[src/rtl/cpu_pkg.sv]
// Shared CPU definitions: datapath widths, opcodes, write-back selects and the
// MEM/WB payload type.
package cpu_pkg;

    localparam int unsigned DW  = 32;
    localparam int unsigned RW  = 5;
    localparam int unsigned OPW = 6;

    localparam logic [OPW-1:0] OP_LB  = 6'b100000;
    localparam logic [OPW-1:0] OP_LH  = 6'b100001;
    localparam logic [OPW-1:0] OP_LW  = 6'b100011;
    localparam logic [OPW-1:0] OP_LBU = 6'b100100;
    localparam logic [OPW-1:0] OP_LHU = 6'b100101;
    localparam logic [OPW-1:0] OP_SB  = 6'b101000;
    localparam logic [OPW-1:0] OP_SW  = 6'b101011;

    localparam logic [1:0] WBSEL_ALU = 2'b00;
    localparam logic [1:0] WBSEL_MEM = 2'b01;
    localparam logic [1:0] WBSEL_PC8 = 2'b10;

    typedef struct packed {
        logic          valid;
        logic          we;
        logic          excp;
        logic [RW-1:0] rd;
        logic [DW-1:0] data;
    } wb_t;

    // A half-word load at an odd byte, or a word load off a word boundary.
    function automatic logic is_misaligned(input logic [OPW-1:0] op, input logic [1:0] off);
        return (((op == OP_LH) || (op == OP_LHU)) && off[0]) ||
               ((op == OP_LW) && (off != 2'b00));
    endfunction

endpackage

[src/rtl/mem_wb_stage_if.sv]
// Memory-stage bundle, hazard controls and the registered write-back port.
interface mem_wb_stage_if;
    import cpu_pkg::*;

    logic                stall;
    logic                flush;
    logic                in_valid;
    logic [OPW-1:0]      in_op;
    logic [DW-1:0]       in_addr;
    logic [DW-1:0]       in_mem_word;
    logic [DW-1:0]       in_alu;
    logic [DW-1:0]       in_pc8;
    logic [RW-1:0]       in_rd;
    logic                in_regwrite;
    logic [1:0]          in_wbsel;

    logic                wb_valid;
    logic                wb_we;
    logic [RW-1:0]       wb_rd;
    logic [DW-1:0]       wb_data;
    logic                wb_excp;

    modport master (
        output stall, flush, in_valid, in_op, in_addr, in_mem_word, in_alu,
               in_pc8, in_rd, in_regwrite, in_wbsel,
        input  wb_valid, wb_we, wb_rd, wb_data, wb_excp
    );

    modport slave (
        input  stall, flush, in_valid, in_op, in_addr, in_mem_word, in_alu,
               in_pc8, in_rd, in_regwrite, in_wbsel,
        output wb_valid, wb_we, wb_rd, wb_data, wb_excp
    );

endinterface

[src/rtl/load_ext.sv]
// Sub-word load alignment and extension: picks the lane selected by the byte
// offset and sign- or zero-extends it to a full word.
module load_ext
    import cpu_pkg::*;
(
    input  logic [OPW-1:0] op,
    input  logic [1:0]     offset,
    input  logic [31:0]    word,
    output logic [31:0]    value_c
);

    logic [7:0]  byte_c;
    logic [15:0] half_c;

    always_comb begin
        byte_c = word[7:0];
        case (offset)
            2'd1:    byte_c = word[15:8];
            2'd2:    byte_c = word[23:16];
            2'd3:    byte_c = word[31:24];
            default: byte_c = word[7:0];
        endcase
        half_c = offset[1] ? word[31:16] : word[15:0];
    end

    always_comb begin
        value_c = word;
        case (op)
            OP_LB:   value_c = {{24{byte_c[7]}}, byte_c};
            OP_LBU:  value_c = {24'h000000, byte_c};
            OP_LH:   value_c = {{16{half_c[15]}}, half_c};
            OP_LHU:  value_c = {16'h0000, half_c};
            default: value_c = word;
        endcase
    end

endmodule

[src/rtl/mem_wb_stage.sv]
// MEM/WB pipeline register with load extraction and write-back select.
// Optional misaligned-load trap: define MEM_WB_MISALIGN_TRAP_EN.
module mem_wb_stage
    import cpu_pkg::*;
#(
    parameter int unsigned DW = cpu_pkg::DW,
    parameter int unsigned RW = cpu_pkg::RW
) (
    input  logic             clk,
    input  logic             rst_n,
    mem_wb_stage_if.slave    bus
);

    wb_t           wb_q;
    wb_t           wb_d_c;
    logic [31:0]   ld_c;
    logic [DW-1:0] wdata_c;
    logic [RW-1:0] rd_c;
    logic          excp_c;
    logic          unused_c;

    assign unused_c = ^bus.in_addr[DW-1:2];
    assign rd_c     = bus.in_rd;

    load_ext u_load_ext (
        .op      (bus.in_op),
        .offset  (bus.in_addr[1:0]),
        .word    (bus.in_mem_word),
        .value_c (ld_c)
    );

`ifdef MEM_WB_MISALIGN_TRAP_EN
    assign excp_c = bus.in_valid & is_misaligned(bus.in_op, bus.in_addr[1:0]);
`else
    assign excp_c = 1'b0;
`endif

    // Write-back source; the reserved encoding falls back to the ALU result.
    always_comb begin
        wdata_c = bus.in_alu;
        case (bus.in_wbsel)
            WBSEL_MEM: wdata_c = ld_c;
            WBSEL_PC8: wdata_c = bus.in_pc8;
            default:   wdata_c = bus.in_alu;
        endcase
    end

    // flush beats stall; a stall simply holds the current slot.
    always_comb begin
        wb_d_c = wb_q;
        if (bus.flush) begin
            wb_d_c = '0;
        end else if (!bus.stall) begin
            wb_d_c.valid = bus.in_valid;
            wb_d_c.we    = bus.in_valid & bus.in_regwrite & (rd_c != '0) & ~excp_c;
            wb_d_c.excp  = excp_c;
            wb_d_c.rd    = rd_c;
            wb_d_c.data  = wdata_c;
        end
    end

    always_ff @(posedge clk or negedge rst_n) begin
        if (!rst_n) begin
            wb_q <= '0;
        end else begin
            wb_q <= wb_d_c;
        end
    end

    assign bus.wb_valid = wb_q.valid;
    assign bus.wb_we    = wb_q.we;
    assign bus.wb_excp  = wb_q.excp;
    assign bus.wb_rd    = wb_q.rd;
    assign bus.wb_data  = wb_q.data;

endmodule

[src/flat_wrapper.sv]
// flat-port wrapper written by rule: the top's interface ports become plain ports
module mem_wb_stage_flat import cpu_pkg::*;
#(
    parameter int unsigned DW = cpu_pkg::DW,
    parameter int unsigned RW = cpu_pkg::RW
)
  (clk, rst_n, bus_stall, bus_flush, bus_in_valid, bus_in_op, bus_in_addr, bus_in_mem_word, bus_in_alu, bus_in_pc8, bus_in_rd, bus_in_regwrite, bus_in_wbsel, bus_wb_valid, bus_wb_we, bus_wb_rd, bus_wb_data, bus_wb_excp);
  mem_wb_stage_if bus_i ();
  input  logic clk;
  input  logic rst_n;
  input wire logic [$bits(bus_i.stall)-1:0] bus_stall;
  input wire logic [$bits(bus_i.flush)-1:0] bus_flush;
  input wire logic [$bits(bus_i.in_valid)-1:0] bus_in_valid;
  input wire logic [$bits(bus_i.in_op)-1:0] bus_in_op;
  input wire logic [$bits(bus_i.in_addr)-1:0] bus_in_addr;
  input wire logic [$bits(bus_i.in_mem_word)-1:0] bus_in_mem_word;
  input wire logic [$bits(bus_i.in_alu)-1:0] bus_in_alu;
  input wire logic [$bits(bus_i.in_pc8)-1:0] bus_in_pc8;
  input wire logic [$bits(bus_i.in_rd)-1:0] bus_in_rd;
  input wire logic [$bits(bus_i.in_regwrite)-1:0] bus_in_regwrite;
  input wire logic [$bits(bus_i.in_wbsel)-1:0] bus_in_wbsel;
  output wire logic [$bits(bus_i.wb_valid)-1:0] bus_wb_valid;
  output wire logic [$bits(bus_i.wb_we)-1:0] bus_wb_we;
  output wire logic [$bits(bus_i.wb_rd)-1:0] bus_wb_rd;
  output wire logic [$bits(bus_i.wb_data)-1:0] bus_wb_data;
  output wire logic [$bits(bus_i.wb_excp)-1:0] bus_wb_excp;
  assign bus_i.stall = bus_stall;
  assign bus_i.flush = bus_flush;
  assign bus_i.in_valid = bus_in_valid;
  assign bus_i.in_op = bus_in_op;
  assign bus_i.in_addr = bus_in_addr;
  assign bus_i.in_mem_word = bus_in_mem_word;
  assign bus_i.in_alu = bus_in_alu;
  assign bus_i.in_pc8 = bus_in_pc8;
  assign bus_i.in_rd = bus_in_rd;
  assign bus_i.in_regwrite = bus_in_regwrite;
  assign bus_i.in_wbsel = bus_in_wbsel;
  assign bus_wb_valid = bus_i.wb_valid;
  assign bus_wb_we = bus_i.wb_we;
  assign bus_wb_rd = bus_i.wb_rd;
  assign bus_wb_data = bus_i.wb_data;
  assign bus_wb_excp = bus_i.wb_excp;
  mem_wb_stage #(.DW(DW), .RW(RW)) u_core (.clk(clk), .rst_n(rst_n), .bus(bus_i));
endmodule
[config.mk]
export PLATFORM = sky130hd
export DESIGN_NAME = mem_wb_stage_flat
export DESIGN_NICKNAME = d
export VERILOG_FILES = /design/src/rtl/cpu_pkg.sv /design/src/rtl/mem_wb_stage_if.sv /design/src/rtl/load_ext.sv /design/src/rtl/mem_wb_stage.sv /design/src/flat_wrapper.sv
export SDC_FILE = /design/constraint.sdc
export NUM_CORES = 1
export LEC_CHECK = 0
export CORE_MARGIN = 10
export CORE_UTILIZATION = 41
export DETAILED_ROUTE_END_ITERATION = 16
export MAX_ROUTING_LAYER = met4
export PLACE_DENSITY = 0.93
export SLEW_MARGIN = 20
export SYNTH_ARGS = -nofsm -noshare
export SYNTH_HDL_FRONTEND = slang
export SYNTH_SLANG_ARGS = --single-unit
[constraint.sdc]
create_clock -name clk -period 2.76 [get_ports clk]
set_clock_uncertainty 0.2 [all_clocks]
set_input_delay 0.552 -clock clk [delete_from_list [all_inputs] [get_ports clk]]
set_output_delay 0.552 -clock clk [all_outputs]
set_load 0.02 [all_outputs]
Yosys cells after proc, flatten, opt, wreduce, memory -nomap -nowiden
Index checks and enable logic that the tools add are counted.
{"block": "word_totals", "ff_bits": 40, "input_bits": 147, "out_inout_bits": 40, "elab_cells": 24}
{"block": "classes", "bitwise": 2, "n_reduce_logical": 1, "muxes": 6, "n_eq_ne": 10}
{"operator": "$pmux 32 s4", "n": 1}
{"operator": "$mux 40", "n": 2}
{"operator": "$pmux 32 s2", "n": 1}
{"operator": "$eq 6x6->1 const B", "n": 4}
{"operator": "$pmux 8 s3", "n": 1}
{"operator": "$mux 16", "n": 1}
{"operator": "$eq 2x2->1 const B", "n": 3}
{"operator": "$reduce_bool 5->1", "n": 1}
{"operator": "$eq 2x1->1 const B", "n": 2}
{"operator": "$and 1x1->1", "n": 2}
{"operator": "$ne 2x1->1 const B", "n": 1}

Longest topological paths before layout
{"block": "depth", "ltp_word": 6, "mapped_depth": 8, "ltp_nobuf": 6}

By module
Synthesis repeated with hierarchy kept, for this count alone.
{"block": "hier_totals", "cells_unflattened": 376, "hier_area_um2": 3478.3}
{"mod": "mem_wb_stage", "area_each_um2": 2463.6, "instances": 1, "cells_each": 248, "seq_area_each_um2": 975.9}
{"mod": "load_ext", "area_each_um2": 1014.7, "instances": 1, "cells_each": 128, "seq_area_each_um2": 0.0}

Least setup slack after synthesis
Ideal clock, no wire load.
{"block": "synth_timing", "kind": "input port to flip-flop", "start": "input port bus_in_wbsel[0]", "end": "register u_core.wb_q, in the netlist u_core.bus.wb_data[27]", "path_stages": 8, "arrival_time_ns": 1.843, "path_buffers": 2, "path_slack_ns": 0.572, "setup_ns": 0.145, "required_time_ns": 2.415, "cell_sequence": "inv_1 ha_1 clkbuf_1 nor2b_1 clkbuf_1 a221o_1 o21ai_0 o32ai_2"}
{"block": "synth_between", "elab_chain_cells": 4, "elab_cells_between_ends": 5, "cone_classes": "eq/ne: 2; mux: 3"}
{"element": "start, declared", "line": "flat_wrapper.sv:21", "source": "input wire logic [$bits(bus_i.in_wbsel)-1:0] bus_in_wbsel;"}
{"element": "$eq 2x2->1 / $eq 2x1->1 (equally long branches)", "line": "mem_wb_stage.sv:41", "source": "case (bus.in_wbsel)"}
{"element": "$pmux 32 s2 *", "line": "mem_wb_stage.sv:41"}
{"element": "$mux 40 *", "line": "mem_wb_stage.sv:53", "source": "end else if (!bus.stall) begin"}
{"element": "$mux 40 *", "line": "mem_wb_stage.sv:51", "source": "if (bus.flush) begin"}
{"element": "end signal, assigned", "line": "mem_wb_stage.sv:66", "source": "wb_q <= wb_d_c;"}
{"element": "end, declared", "line": "mem_wb_stage.sv:14", "source": "wb_t wb_q;"}
Mark *: on every way between the ends. The rest lies on a longest branch, timed or not. The select of a mux whose other input is x is not followed.
A chain may end at the register's enable or synchronous reset.

Final worst setup path
{"block": "layout_timing", "start": "input port bus_in_addr[0]", "end": "register u_core.wb_q, in the netlist u_core.bus.wb_data[0]"}
{"block": "layout_between", "elab_chain_cells": 6, "elab_cells_between_ends": 8, "cone_classes": "eq/ne: 3; mux: 5"}
{"element": "start, declared", "line": "flat_wrapper.sv:15", "source": "input wire logic [$bits(bus_i.in_addr)-1:0] bus_in_addr;"}
{"element": "$eq 2x2->1 / $eq 2x1->1 (equally long branches)", "line": "load_ext.sv:17", "source": "case (offset)"}
{"element": "$pmux 8 s3 *", "line": "load_ext.sv:17"}
{"element": "$pmux 32 s4 *", "line": "load_ext.sv:28", "source": "case (op)"}
{"element": "$pmux 32 s2 *", "line": "mem_wb_stage.sv:41"}
{"element": "$mux 40 *", "line": "mem_wb_stage.sv:53"}
{"element": "$mux 40 *", "line": "mem_wb_stage.sv:51"}
Marks and branches as above.

==> impl_results.md <==
* Outcome: completed
* GR Util met3 at 6.287%
* Syn_area_per_cell at 8.904 um2
* Combinational share of power at 40.5%
* Area added between synthesis and finish at 57.09%
* Met2 Use GR at 36.65%
* GR peak layer: met2
* Die Ht at 107.4 um
* Synth Net Count at 501
* First-pass GRT wire length at 20.89 mm
* Max-cap violations at 0
* Final worst setup slack at 330.5 ps
* Vias/cell at 6.290
* Hold Crit Class: input port to asynchronous set/reset pin
* Grt total ovfl at 0
* Switching Fraction at 33.11%
* Post-Route WL at 13.38 mm
* Unrepaired setup endpoints after global routing: no
* Period Utilization, post-route at 88.03%
* CTS Hold Buffers Added at 0
* Number of global-route vias before repair at 3885
* M1 GR Usage at 27.77%
* Clk slew on worst S/H paths at 80 ps
* Yosys reg bits at 39
* Final hold vios at 0
* Fmax at 0.4116 GHz
* Leak at 1.906 nW
* Library cells used by synthesis at 52
* Crit path DAT at 2390 ps
* Share of cells above drive strength 1 at 10.87%
* Relative slew slack at 39.62%
* Clock share of power at 23.7%
* Dpl cells at 588
* CP max FO at 15
* Peak VDD IR at 216.1 uV
* Largest cells by area after synthesis: dfrtp_1, a221o_1, o21ai_0
* Post-route ant nets at 0
* DPL Wire Length at 10.32 mm
* H-tree levels at 2
* Req. time, crit path at 2720 ps
* Post-CTS Setup Bufs at 0
* Total track usage at 23.06%
* Mapped Cells at 352
* Yosys top cell area share at 31.14%
* Clock sink count at 39
* Setup violators final at 0
* CP Class: input port to flip-flop
* YS warnings at 0
* Routed wire per std cell at 22.45 um
* CTS Root Cell: clkbuf_8
* Clock latency on the worst-skew pair at 290 ps
* Max Slew Vio Count at 0
* Async set-or-reset flop fraction in the synthesized netlist at 100.0%
* Via count at 3749
* Initial DRC Count at 367
* Number of synthesized flops with an enable pin at 0
* Worst-margin pin slew at 905.7 ps
* Site Rows at 31
* Chip Width at 107.4 um
* Min Hold Slack at 181.6 ps
* Initial antenna violation count at 0
* Seq/Total Area, Yosys at 31.14%
* Setup crit start kind: input port
* Clock Path Buffers at 2
* Post-layout power at 1.788 mW
* DR pass1 iterations at 8
* Core area at 7331 um2
* Largest net degree at the start of global routing at 40
* Most common cell after layout, fill and taps aside: clkdlybuf4s50_1
* Starting Density at 42.75%
* Cell taking the most area after synthesis: dfrtp_1
* Setup_tns at 0 ps
* Fin area at 4923 um2
* Commonest cells after routing, fill and taps aside: clkdlybuf4s50_1, dfrtp_1, o21ai_0
* Min Tclk post-route at 2430 ps
* Diode count at 0
* Mapped cell area at 3134 um2
* Post-placement cell area at 4828 um2
* Final Instance Count excl. Fillers at 596
* DRC viols at 0
* PostCTS Resize Cnt at 0
* P_sw at 592.0 uW
* Ys flop type: dfrtp_1
* Critical path capture point type: flip-flop
* CTS tree: yes
* Power Dens Cells at 363.2 nW/um2
* Sequential power share at 35.8%
* Post-Route Utilization at 67.16%
* Dpl ws at 67.05 ps
* Die ar. at 11540 um2
* Int Power at 1.196 mW
* Port Buffers at 155
* GPL Wtd Cong at 0.9365
* TritonCTS Buffers at 5
* Nets at 645
* IO Count at 187
[cells by family after synthesis]
group,Yosys count,synth area share [%]
mux,17,6.068
simple gates,71,12.97
flops,39,31.14
other cells,1,0.1196
compound gates,169,41.00
fa+ha+maj,2,0.7983
buf+inv,53,7.904
[power groups by stage]
stage	Clock, mW	Sequential [mW]	Combinational (mW)
floorplan	0	0.703	0.275
global placement	0	0.648	0.698
detailed placement	0	0.651	0.717
CTS	0.425	0.640	0.721
global route	0.457	0.646	0.775
finish	0.423	0.641	0.724
[final timing paths]
| check | from | endpoint | slack (ps) | cells past startpoint |
|---|---|---|---|---|
| setup / recovery | bus_in_addr[0] | u_core.bus.wb_data[0] | 330 | 6 |
| hold / removal | rst_n | u_core.bus.wb_data[0] | 180 | 1 |
| setup reg to reg | u_core.bus.wb_data[14] | u_core.bus.wb_data[14] | 1500 | 3 |
| hold reg to reg | u_core.bus.wb_data[9] | u_core.bus.wb_data[9] | 300 | 2 |
| max in group asynchronous | rst_n | u_core.bus.wb_valid | 1610 | 1 |
| min in group clk | u_core.bus.wb_data[9] | u_core.bus.wb_data[9] | 300 | 2 |
[metal layers]
metal  wire [um]  vias up  part of all wire [%]
li1            -     1673                     -
met1        5292     1782                    40
met2        6323      246                    47
met3        1328       48                   9.9
met4         435        0                   3.3
met5           0        -                     0
[critical path, cell delays in order]
cell and delay (ps):
clkdlybuf4s50_1 490, buf_4 230, mux2_2 370, a22o_1 200, a211oi_1 390, o32ai_1 160
[synth_stat cells, drive strengths merged, types with 6 or more instances]
cell,n
dfrtp,39
a221o,22
nor2b,11
mux2,6
a211oi,8
mux2i,10
a21oi,25
o31ai,7
a22o,6
a31oi,9
o32ai,23
clkbuf,22
nor2,28
nor3,7
or2,6
inv,14
o22ai,17
a32o,6
a21boi,6
o21ai,33
buf,16
[state kept, by name, indices dropped and copies added, names as in the netlist]
register / count
u_core.bus.wb_data: 32
u_core.bus.wb_rd: 5
u_core.bus.wb_valid: 1
u_core.bus.wb_we: 1
[area by class of cell]
class,instances,area [um2]
clock buffers,7,86.33
repair buffers,175,1759
multi-input cells,260,1913
flip-flops and latches,39,975.9
well taps,99,123.9
inverters,15,56.30
fillers,613,2407
clock inverters,1,8.758
Power figures use the tool's default switching activity.
